<file path="src/rtl/mux_nx1_pipe.sv">
// mux_nx1_pipe: registered NUM_IN:1 select stage with a valid/ready handshake.
// Define MUX_NX1_PIPE_SKID_EN to add a 1-entry skid buffer and a registered in_ready.
module mux_nx1_pipe #(
    parameter int WIDTH  = 5,
    parameter int NUM_IN = 2,
    parameter int SEL_W  = $clog2(NUM_IN)
) (
    input  logic                    clk,
    input  logic                    rst_n,
    input  logic                    flush,
    input  logic [NUM_IN*WIDTH-1:0] in_data,
    input  logic [SEL_W-1:0]        in_sel,
    input  logic                    in_valid,
    output logic                    in_ready,
    output logic [WIDTH-1:0]        out_data,
    output logic [SEL_W-1:0]        out_sel,
    output logic                    out_valid,
    input  logic                    out_ready,
    output logic                    sel_err
);

    logic [WIDTH-1:0] masked [NUM_IN];
    logic [WIDTH-1:0] sel_word;
    logic             sel_oor;
    logic             out_free;
    logic             accept;

    logic [WIDTH-1:0] out_data_q, out_data_d;
    logic [SEL_W-1:0] out_sel_q,  out_sel_d;
    logic             out_err_q,  out_err_d;
    logic             out_valid_q, out_valid_d;

    // An out-of-range select matches no mask, so sel_word is already zero for it.
    for (genvar gi = 0; gi < NUM_IN; gi++) begin : g_in
        assign masked[gi] = (32'(in_sel) == gi) ? in_data[gi*WIDTH +: WIDTH] : '0;
    end

    always_comb begin
        sel_word = '0;
        for (int k = 0; k < NUM_IN; k++) begin
            sel_word = sel_word | masked[k];
        end
    end

    assign sel_oor  = (32'(in_sel) >= NUM_IN);
    assign out_free = !out_valid_q || out_ready;
    // A word offered during flush is never taken, whatever in_ready shows.
    assign accept   = in_valid && in_ready && !flush;

`ifdef MUX_NX1_PIPE_SKID_EN

    logic [WIDTH-1:0] skid_data_q, skid_data_d;
    logic [SEL_W-1:0] skid_sel_q,  skid_sel_d;
    logic             skid_err_q,  skid_err_d;
    logic             skid_valid_q, skid_valid_d;
    logic             in_ready_q,  in_ready_d;

    assign in_ready = in_ready_q;

    always_comb begin
        out_data_d   = out_data_q;
        out_sel_d    = out_sel_q;
        out_err_d    = out_err_q;
        out_valid_d  = out_valid_q;
        skid_data_d  = skid_data_q;
        skid_sel_d   = skid_sel_q;
        skid_err_d   = skid_err_q;
        skid_valid_d = skid_valid_q;

        if (flush) begin
            out_valid_d  = 1'b0;
            skid_valid_d = 1'b0;
        end else if (out_free) begin
            // in_ready is low whenever the skid is full, so accept and a skid drain never coincide.
            if (skid_valid_q) begin
                out_data_d   = skid_data_q;
                out_sel_d    = skid_sel_q;
                out_err_d    = skid_err_q;
                out_valid_d  = 1'b1;
                skid_valid_d = 1'b0;
            end else if (accept) begin
                out_data_d  = sel_word;
                out_sel_d   = in_sel;
                out_err_d   = sel_oor;
                out_valid_d = 1'b1;
            end else begin
                out_valid_d = 1'b0;
            end
        end else if (accept) begin
            skid_data_d  = sel_word;
            skid_sel_d   = in_sel;
            skid_err_d   = sel_oor;
            skid_valid_d = 1'b1;
        end

        in_ready_d = !skid_valid_d;
    end

    always_ff @(posedge clk or negedge rst_n) begin
        if (!rst_n) begin
            skid_data_q  <= '0;
            skid_sel_q   <= '0;
            skid_err_q   <= 1'b0;
            skid_valid_q <= 1'b0;
            in_ready_q   <= 1'b1;
        end else begin
            skid_data_q  <= skid_data_d;
            skid_sel_q   <= skid_sel_d;
            skid_err_q   <= skid_err_d;
            skid_valid_q <= skid_valid_d;
            in_ready_q   <= in_ready_d;
        end
    end

`else

    assign in_ready = out_free;

    always_comb begin
        out_data_d  = out_data_q;
        out_sel_d   = out_sel_q;
        out_err_d   = out_err_q;
        out_valid_d = out_valid_q;

        if (flush) begin
            out_valid_d = 1'b0;
        end else if (accept) begin
            out_data_d  = sel_word;
            out_sel_d   = in_sel;
            out_err_d   = sel_oor;
            out_valid_d = 1'b1;
        end else if (out_ready) begin
            out_valid_d = 1'b0;
        end
    end

`endif

    always_ff @(posedge clk or negedge rst_n) begin
        if (!rst_n) begin
            out_data_q  <= '0;
            out_sel_q   <= '0;
            out_err_q   <= 1'b0;
            out_valid_q <= 1'b0;
        end else begin
            out_data_q  <= out_data_d;
            out_sel_q   <= out_sel_d;
            out_err_q   <= out_err_d;
            out_valid_q <= out_valid_d;
        end
    end

    assign out_data  = out_data_q;
    assign out_sel   = out_sel_q;
    assign out_valid = out_valid_q;
    assign sel_err   = out_err_q && out_valid_q;

endmodule

</file>
<file path="config.mk">
export PLATFORM = sky130hd
export DESIGN_NAME = mux_nx1_pipe
export DESIGN_NICKNAME = d
export VERILOG_FILES = /design/src/rtl/mux_nx1_pipe.sv
export SDC_FILE = /design/constraint.sdc
export NUM_CORES = 1
export LEC_CHECK = 0
export ABC_AREA = 0
export ABC_CLOCK_PERIOD_IN_PS = 3700
export CORE_AREA = 8 8 45 47
export DETAILED_ROUTE_END_ITERATION = 10
export DIE_AREA = 0 0 53 55
export GPL_ROUTABILITY_DRIVEN = 0
export RECOVER_POWER = 25
export SLEW_MARGIN = 40
export SYNTH_ARGS = -nofsm -noshare
export SYNTH_HDL_FRONTEND = slang
export SYNTH_SLANG_ARGS = --single-unit
</file>
<file path="constraint.sdc">
create_clock -name clk -period 3.7 [get_ports clk]
set_clock_uncertainty 0.05 [all_clocks]
set_input_delay 0.74 -clock clk [delete_from_list [all_inputs] [get_ports clk]]
set_output_delay 0.74 -clock clk [all_outputs]
set_load 0.1 [all_outputs]
</file>
==> results of run 1 <==
-- path summary, 6_finish.rpt --
check,start,endpoint,cells past startpoint
hold reg to reg,out_data[4]$_DFFE_PN0P_,out_data[4]$_DFFE_PN0P_,1
setup / recovery,out_ready,in_ready,4
hold / removal,out_data[4]$_DFFE_PN0P_,out_data[4]$_DFFE_PN0P_,1
max in group asynchronous,rst_n,out_data[2]$_DFFE_PN0P_,1
min in group asynchronous,rst_n,out_valid$_DFFE_PN0P_,1
setup reg to reg,out_valid$_DFFE_PN0P_,out_data[2]$_DFFE_PN0P_,3
-- cell families after synthesis --
group	after synthesis
flops	7
mux	11
simple gates	4
other cells	1
buf+inv	3
-- layout make-up --
class / instances / area [µm²] / area share
Multi-Input combinational cell: 16 / 168 / 0.286
Sequential cell: 7 / 175 / 0.299
Clock buffer: 3 / 22.5 / 0.0384
Clock inverter: 1 / 5.00 / 0.00853
Inverter: 1 / 3.75 / 0.00640
Tap cell: 16 / 20.0 / 0.0341
Timing Repair Buffer: 23 / 193 / 0.328
-- through the flow --
| stage | util | total power, mW | instances | area (µm²) |
|---|---|---|---|---|
| after floorplan | - | 0.227 | 26 | 359 |
| after global placement | 0.429 | 0.275 | 63 | 594 |
| after detailed placement | 0.404 | 0.264 | 63 | 559 |
| after CTS | 0.424 | 0.334 | 67 | 587 |
| after global routing | 0.424 | 0.346 | 67 | 587 |
| final | 0.424 | 0.328 | 67 | 587 |
-- state kept, by name, summed over array words and instances (netlist names) --
name and flops:
out_data 5, out_sel 1, out_valid 1
-- cell usage in the layout (no fill, tap or decap) --
| cell type | count |
|---|---|
| clkinv_2 | 1 |
| mux2_2 | 11 |
| nor2_1 | 2 |
| inv_1 | 1 |
| clkdlybuf4s50_1 | 14 |
| nor2b_4 | 1 |
| buf_2 | 7 |
| nor3b_4 | 1 |
| buf_4 | 1 |
| clkbuf_4 | 3 |
| conb_1 | 1 |
| dlygate4sd3_1 | 1 |
| dfrtp_1 | 7 |
-- power breakdown --
part | switching [mW] | internal, mW
sequential | 0.00562 | 0.0899
combinational | 0.125 | 0.0392
clock | 0.0284 | 0.0395
-- per-layer routing --
layer	part of all wire	up-vias
li1	-	136
met1	0.38	120
met2	0.49	13
met3	0.13	0
met4	0	0
met5	0	-
==> flow_metrics.py, run 1 <==
metrics = {
    "layout": {
        "layout-drive-gt1-share": 0.490,
        "area_growth_pct": 63.4,
        "nets": 68,
        "fillCellCount": 133,
        "antennaDiodeCount": 0,
    },
    "routing": {
        "via_per_inst": 4.01,
        "drtAntennaViolNets": 0,
        "drc": 0,
        "drt_pass1_iterations": 2,
        "vias": 269,
        "post_drt_wl_per_cell_um": 13.1,
        "drt_iter0_markers": 3,
        "wl_um": 877,
    },
    "synthesis": {
        "synthAdderAreaFrac": 0,
        "synth-simple-area-share": 0.111,
        "post-synth-top-count-cell": "mux2_2",
        "yosysTopAreaCellShare": 0.488,
        "synth_mux_area_frac": 0.345,
        "ys_ff_latch": 7,
        "synth_common_cells": "mux2_2 (11), dfrtp_1 (7), nor2_1 (2)",
        "synth_cell_type_count": 9,
        "syn_area_um2": 359,
        "synth_edf_count": 0,
        "syn-mean-instance-area_um2": 13.8,
        "synth_area_leaders": "dfrtp_1 (49%), mux2_2 (34%), nor3b_4 (5.2%)",
        "syn_inst": 26,
        "yosys_warnings": 0,
        "syn_nets": 42,
        "yosysSeqAreaShare": 0.488,
        "ys.flop_type": "dfrtp_1",
        "synth_compound_area_frac": 0,
        "synth_xor_area_frac": 0,
        "post-synth-top-area-cell": "dfrtp_1",
        "async_flop_share": 1.00,
        "synth_top_family_by_area": "multiplexers",
    },
    "clock_tree": {
        "clock_sinks": 7,
        "clk_path_buf_depth": 2,
        "cts_hold_buf": 0,
        "cts_setup_buffers": 0,
        "root_buffer": "clkbuf_4",
        "clkTransAtPathRegs_ps": 50,
        "cts_tree": "done",
        "htree_levels": 1,
        "cts_resized": 0,
        "cts_made_buffers": 3,
        "clk-insertion-delay-late_ps": 250,
    },
    "sta": {
        "final_hold_viol_count": 0,
        "min_period_over_period": 0.654,
        "fin_setup_tns_ps": 0,
        "setup_slack_ps": 1280,
        "slew_violations": 0,
        "setup_violations": 0,
        "grt_setup_unrepaired": "false",
        "final.min_clock_period_ps": 2420,
        "holdWs_ps": 451,
        "max_freq_mhz": 413,
    },
    "global_route": {
        "busiest_layer": "met2",
        "grtUsageMet3": 0.0508,
        "met2_usage": 0.104,
        "grt.total_usage": 0.0726,
        "grt-ovfl-total": 0,
        "grt_pass1_wl_mm": 1.48,
        "grt_pass1_vias": 316,
        "use_met1": 0.0697,
        "antenna_found_initial": 0,
        "grt_max_degree": 8,
    },
    "critical_path": {
        "slowest_stage": "clkdlybuf4s50_1",
        "critPathLaunchType": "input port",
        "path_class": "in -> out",
        "critPathArrivalTime_ps": 1630,
        "rrSetupSlack_ps": 2310,
        "cp_top_family": "buffers and inverters",
        "crit_buf_inv": 3,
        "path_cells": "clkdlybuf4s50_1 > nor2b_4 > inv_1 > buf_4",
        "required_ps": 2910,
        "worstPathMaxFanout": 3,
        "max_stage_delay_ps": 500,
        "critPathCaptureType": "output port",
    },
    "floorplanning": {
        "ioPinCount": 25,
        "core_mm2": 0.00138,
        "dieWidth_um": 53,
        "dieArea_mm2": 0.00292,
        "rows": 14,
        "start_util": 0.259,
        "die_y_um": 55,
    },
    "status": {
        "status": "finished clean",
    },
    "worst_hold_path": {
        "min_path_type": "reg -> reg",
    },
    "run": {
        "drv_cap": 0,
    },
    "pwr": {
        "p_leak_nw": 0.254,
        "powerDensity_mw_per_mm2": 558,
        "ir_drop_uv": 188,
    },
    "placed_design": {
        "dp_hpwl_um": 770,
        "port_buffers": 23,
        "post-place-ws_ps": 1280,
    },
}
Power figures use the tool's default switching activity.
==> inputs of run 2 (changes only) <==
--- a/config.mk
+++ b/config.mk
@@ -6,11 +6,12 @@
 export NUM_CORES = 1
 export LEC_CHECK = 0
 export ABC_AREA = 0
-export ABC_CLOCK_PERIOD_IN_PS = 3700
+export ABC_CLOCK_PERIOD_IN_PS = 2200
 export CORE_AREA = 8 8 45 47
 export DETAILED_ROUTE_END_ITERATION = 10
 export DIE_AREA = 0 0 53 55
 export GPL_ROUTABILITY_DRIVEN = 0
+export PLACE_DENSITY = 0.67
 export RECOVER_POWER = 25
 export SLEW_MARGIN = 40
 export SYNTH_ARGS = -nofsm -noshare
==> constraint.sdc (replaced) <==
create_clock -name clk -period 2.2 [get_ports clk]
set_clock_uncertainty 0.05 [all_clocks]
set_input_delay 0.44 -clock clk [delete_from_list [all_inputs] [get_ports clk]]
set_output_delay 0.44 -clock clk [all_outputs]
set_load 0.1 [all_outputs]
==> run 2 against run 1 <==
Compared with the run above:
- combinational power grew 79%
- global-route usage fell by 0.61 points
- flip-flop and latch count stayed put
- final cell count unchanged
- total power increased by 73%
- cell area up 4.9%
- die area is the same
- first-iteration DRC count down 67%
- sequential power is 71% higher
- via count increased by 5.6%
==> flow_metrics.py, run 2 (synthesized netlist as in run 1, its figures left out) <==
metrics = {
    "status": {
        "status": "finished clean",
    },
    "global_route": {
        "antenna_found_initial": 0,
        "met2_usage": 0.0879,
        "busiest_layer": "met2",
        "grt_pass1_wl_mm": 1.41,
        "grt_pass1_vias": 301,
        "grt.total_usage": 0.0665,
        "use_met1": 0.0756,
        "grtUsageMet3": 0.0481,
        "grt_max_degree": 8,
        "grt-ovfl-total": 0,
    },
    "clock_tree": {
        "clk-insertion-delay-late_ps": 240,
        "cts_tree": "done",
        "cts_hold_buf": 0,
        "clkTransAtPathRegs_ps": 50,
        "cts_setup_buffers": 0,
        "clk_path_buf_depth": 2,
        "htree_levels": 1,
        "cts_made_buffers": 3,
        "root_buffer": "clkbuf_4",
        "clock_sinks": 7,
        "cts_resized": 0,
    },
    "layout": {
        "largest_register_ff_count": 5,
        "nets": 68,
        "area_growth_pct": 71.4,
        "register_area_um2": 175,
        "multi_input_area_um2": 168,
        "mostFrequentLayoutCells": "clkdlybuf4s50_1 (14), mux2_2 (11), dfrtp_1 (7), buf_4 (7), clkbuf_4 (3)",
        "antennaDiodeCount": 0,
        "final_common_cell": "clkdlybuf4s50_1",
        "layout-drive-gt1-share": 0.471,
        "fin_area_um2": 616,
        "fillCellCount": 132,
    },
    "routing": {
        "via_per_inst": 4.24,
        "post_drt_wl_per_cell_um": 13.5,
        "vias": 284,
        "drt_pass1_iterations": 2,
        "wl_um": 902,
        "drtAntennaViolNets": 0,
        "drc": 0,
        "drt_iter0_markers": 1,
    },
    "placed_design": {
        "port_buffers": 23,
        "placed_area_um2": 589,
        "dp_hpwl_um": 804,
    },
    "critical_path": {
        "rr_worst_depth": 3,
        "required_ps": 1710,
        "path_class": "in -> out",
        "worstPathMaxFanout": 3,
        "critPathLaunchType": "input port",
        "critPathArrivalTime_ps": 1300,
        "max_stage_delay_ps": 440,
        "crit_buf_inv": 3,
        "rr_startpoint": "out_valid$_DFFE_PN0P_",
        "path_cells": "clkdlybuf4s50_1 > nor2b_4 > inv_1 > buf_12",
        "rrSetupSlack_ps": 830,
        "critPathCaptureType": "output port",
        "cp_top_family": "buffers and inverters",
        "slowest_stage": "clkdlybuf4s50_1",
        "timing.rr.end": "out_data[0]$_DFFE_PN0P_",
    },
    "pwr": {
        "intPower_mw": 0.302,
        "ir_drop_uv": 295,
        "comb_power_share": 0.518,
        "power_switching_mw": 0.265,
        "powerDensity_mw_per_mm2": 921,
        "swShare": 0.468,
        "sequentialPowerShare": 0.287,
        "power.share.clock": 0.195,
        "p_leak_nw": 0.263,
    },
    "floorplanning": {
        "dieWidth_um": 53,
        "dieArea_mm2": 0.00292,
        "start_util": 0.259,
        "core_mm2": 0.00138,
        "ioPinCount": 25,
        "die_y_um": 55,
        "rows": 14,
    },
    "sta": {
        "fin_setup_tns_ps": 0,
        "final_hold_viol_count": 0,
        "slew_violations": 0,
        "max_freq_mhz": 558,
        "final.min_clock_period_ps": 1790,
        "grt_setup_unrepaired": "false",
        "setup_violations": 0,
        "min_period_over_period": 0.814,
    },
    "worst_hold_path": {
        "min_path_type": "reg -> reg",
        "whs_path_depth": 1,
        "hp-start": "out_data[0]$_DFFE_PN0P_",
        "min_to": "out_data[0]$_DFFE_PN0P_",
    },
    "run": {
        "drv_cap": 0,
    },
}
run 2: changes by cell type in the layout (fill, tap and decap cells not counted):
cell,before,now
buf_12,0,1
buf_2,7,0
buf_4,1,7
clkbuf_1,0,1
clkinv_2,1,0
run 2: worst max path at each step:
stage | startpoint | end | slack [ps] | depth (start not counted)
detailed placement | out_ready | out_data[4]$_DFFE_PN0P_ | 320 | 4
global route | out_ready | in_ready | 360 | 4
floorplan | out_valid$_DFFE_PN0P_ | in_ready | 100 | 2
global placement | out_ready | out_data[3]$_DFFE_PN0P_ | 320 | 4
CTS | out_ready | in_ready | 400 | 4
finish | out_ready | in_ready | 410 | 4
run 2: routing by layer:
metal,vias to the layer above,part of all wire
li1,136,-
met1,127,0.46
met2,21,0.39
met3,0,0.15
met4,0,0
met5,-,0
run 2: per-stage QoR:
stage               instances  power (mW)  setup slack (ps)  utilization  hold slack, ps
finish                     67       0.567               409        0.445             458
CTS                        67       0.575               405        0.445             413
detailed placement         63       0.462               324        0.426             450
global route               67       0.596               363        0.445             481
global placement           63       0.460               317        0.426             442
floorplan                  26       0.381              98.4            -            94.4
run 2: final cells by class:
| class | count | area share |
|---|---|---|
| timing repair buffer | 23 | 0.362 |
| sequential | 7 | 0.285 |
| multi-input combinational | 16 | 0.272 |
| clock buffer | 4 | 0.0427 |
| tap | 16 | 0.0325 |
| inverter | 1 | 0.00610 |
run 2: power groups by stage:
stage                     Combinational (mW)  Clock (mW)  Sequential, mW
after floorplan                       0.0524           0           0.329
final                                  0.294       0.110           0.163
after detailed placement               0.296           0           0.166
after CTS                              0.296       0.115           0.163
after global placement                 0.296           0           0.164
after global routing                   0.303       0.127           0.166
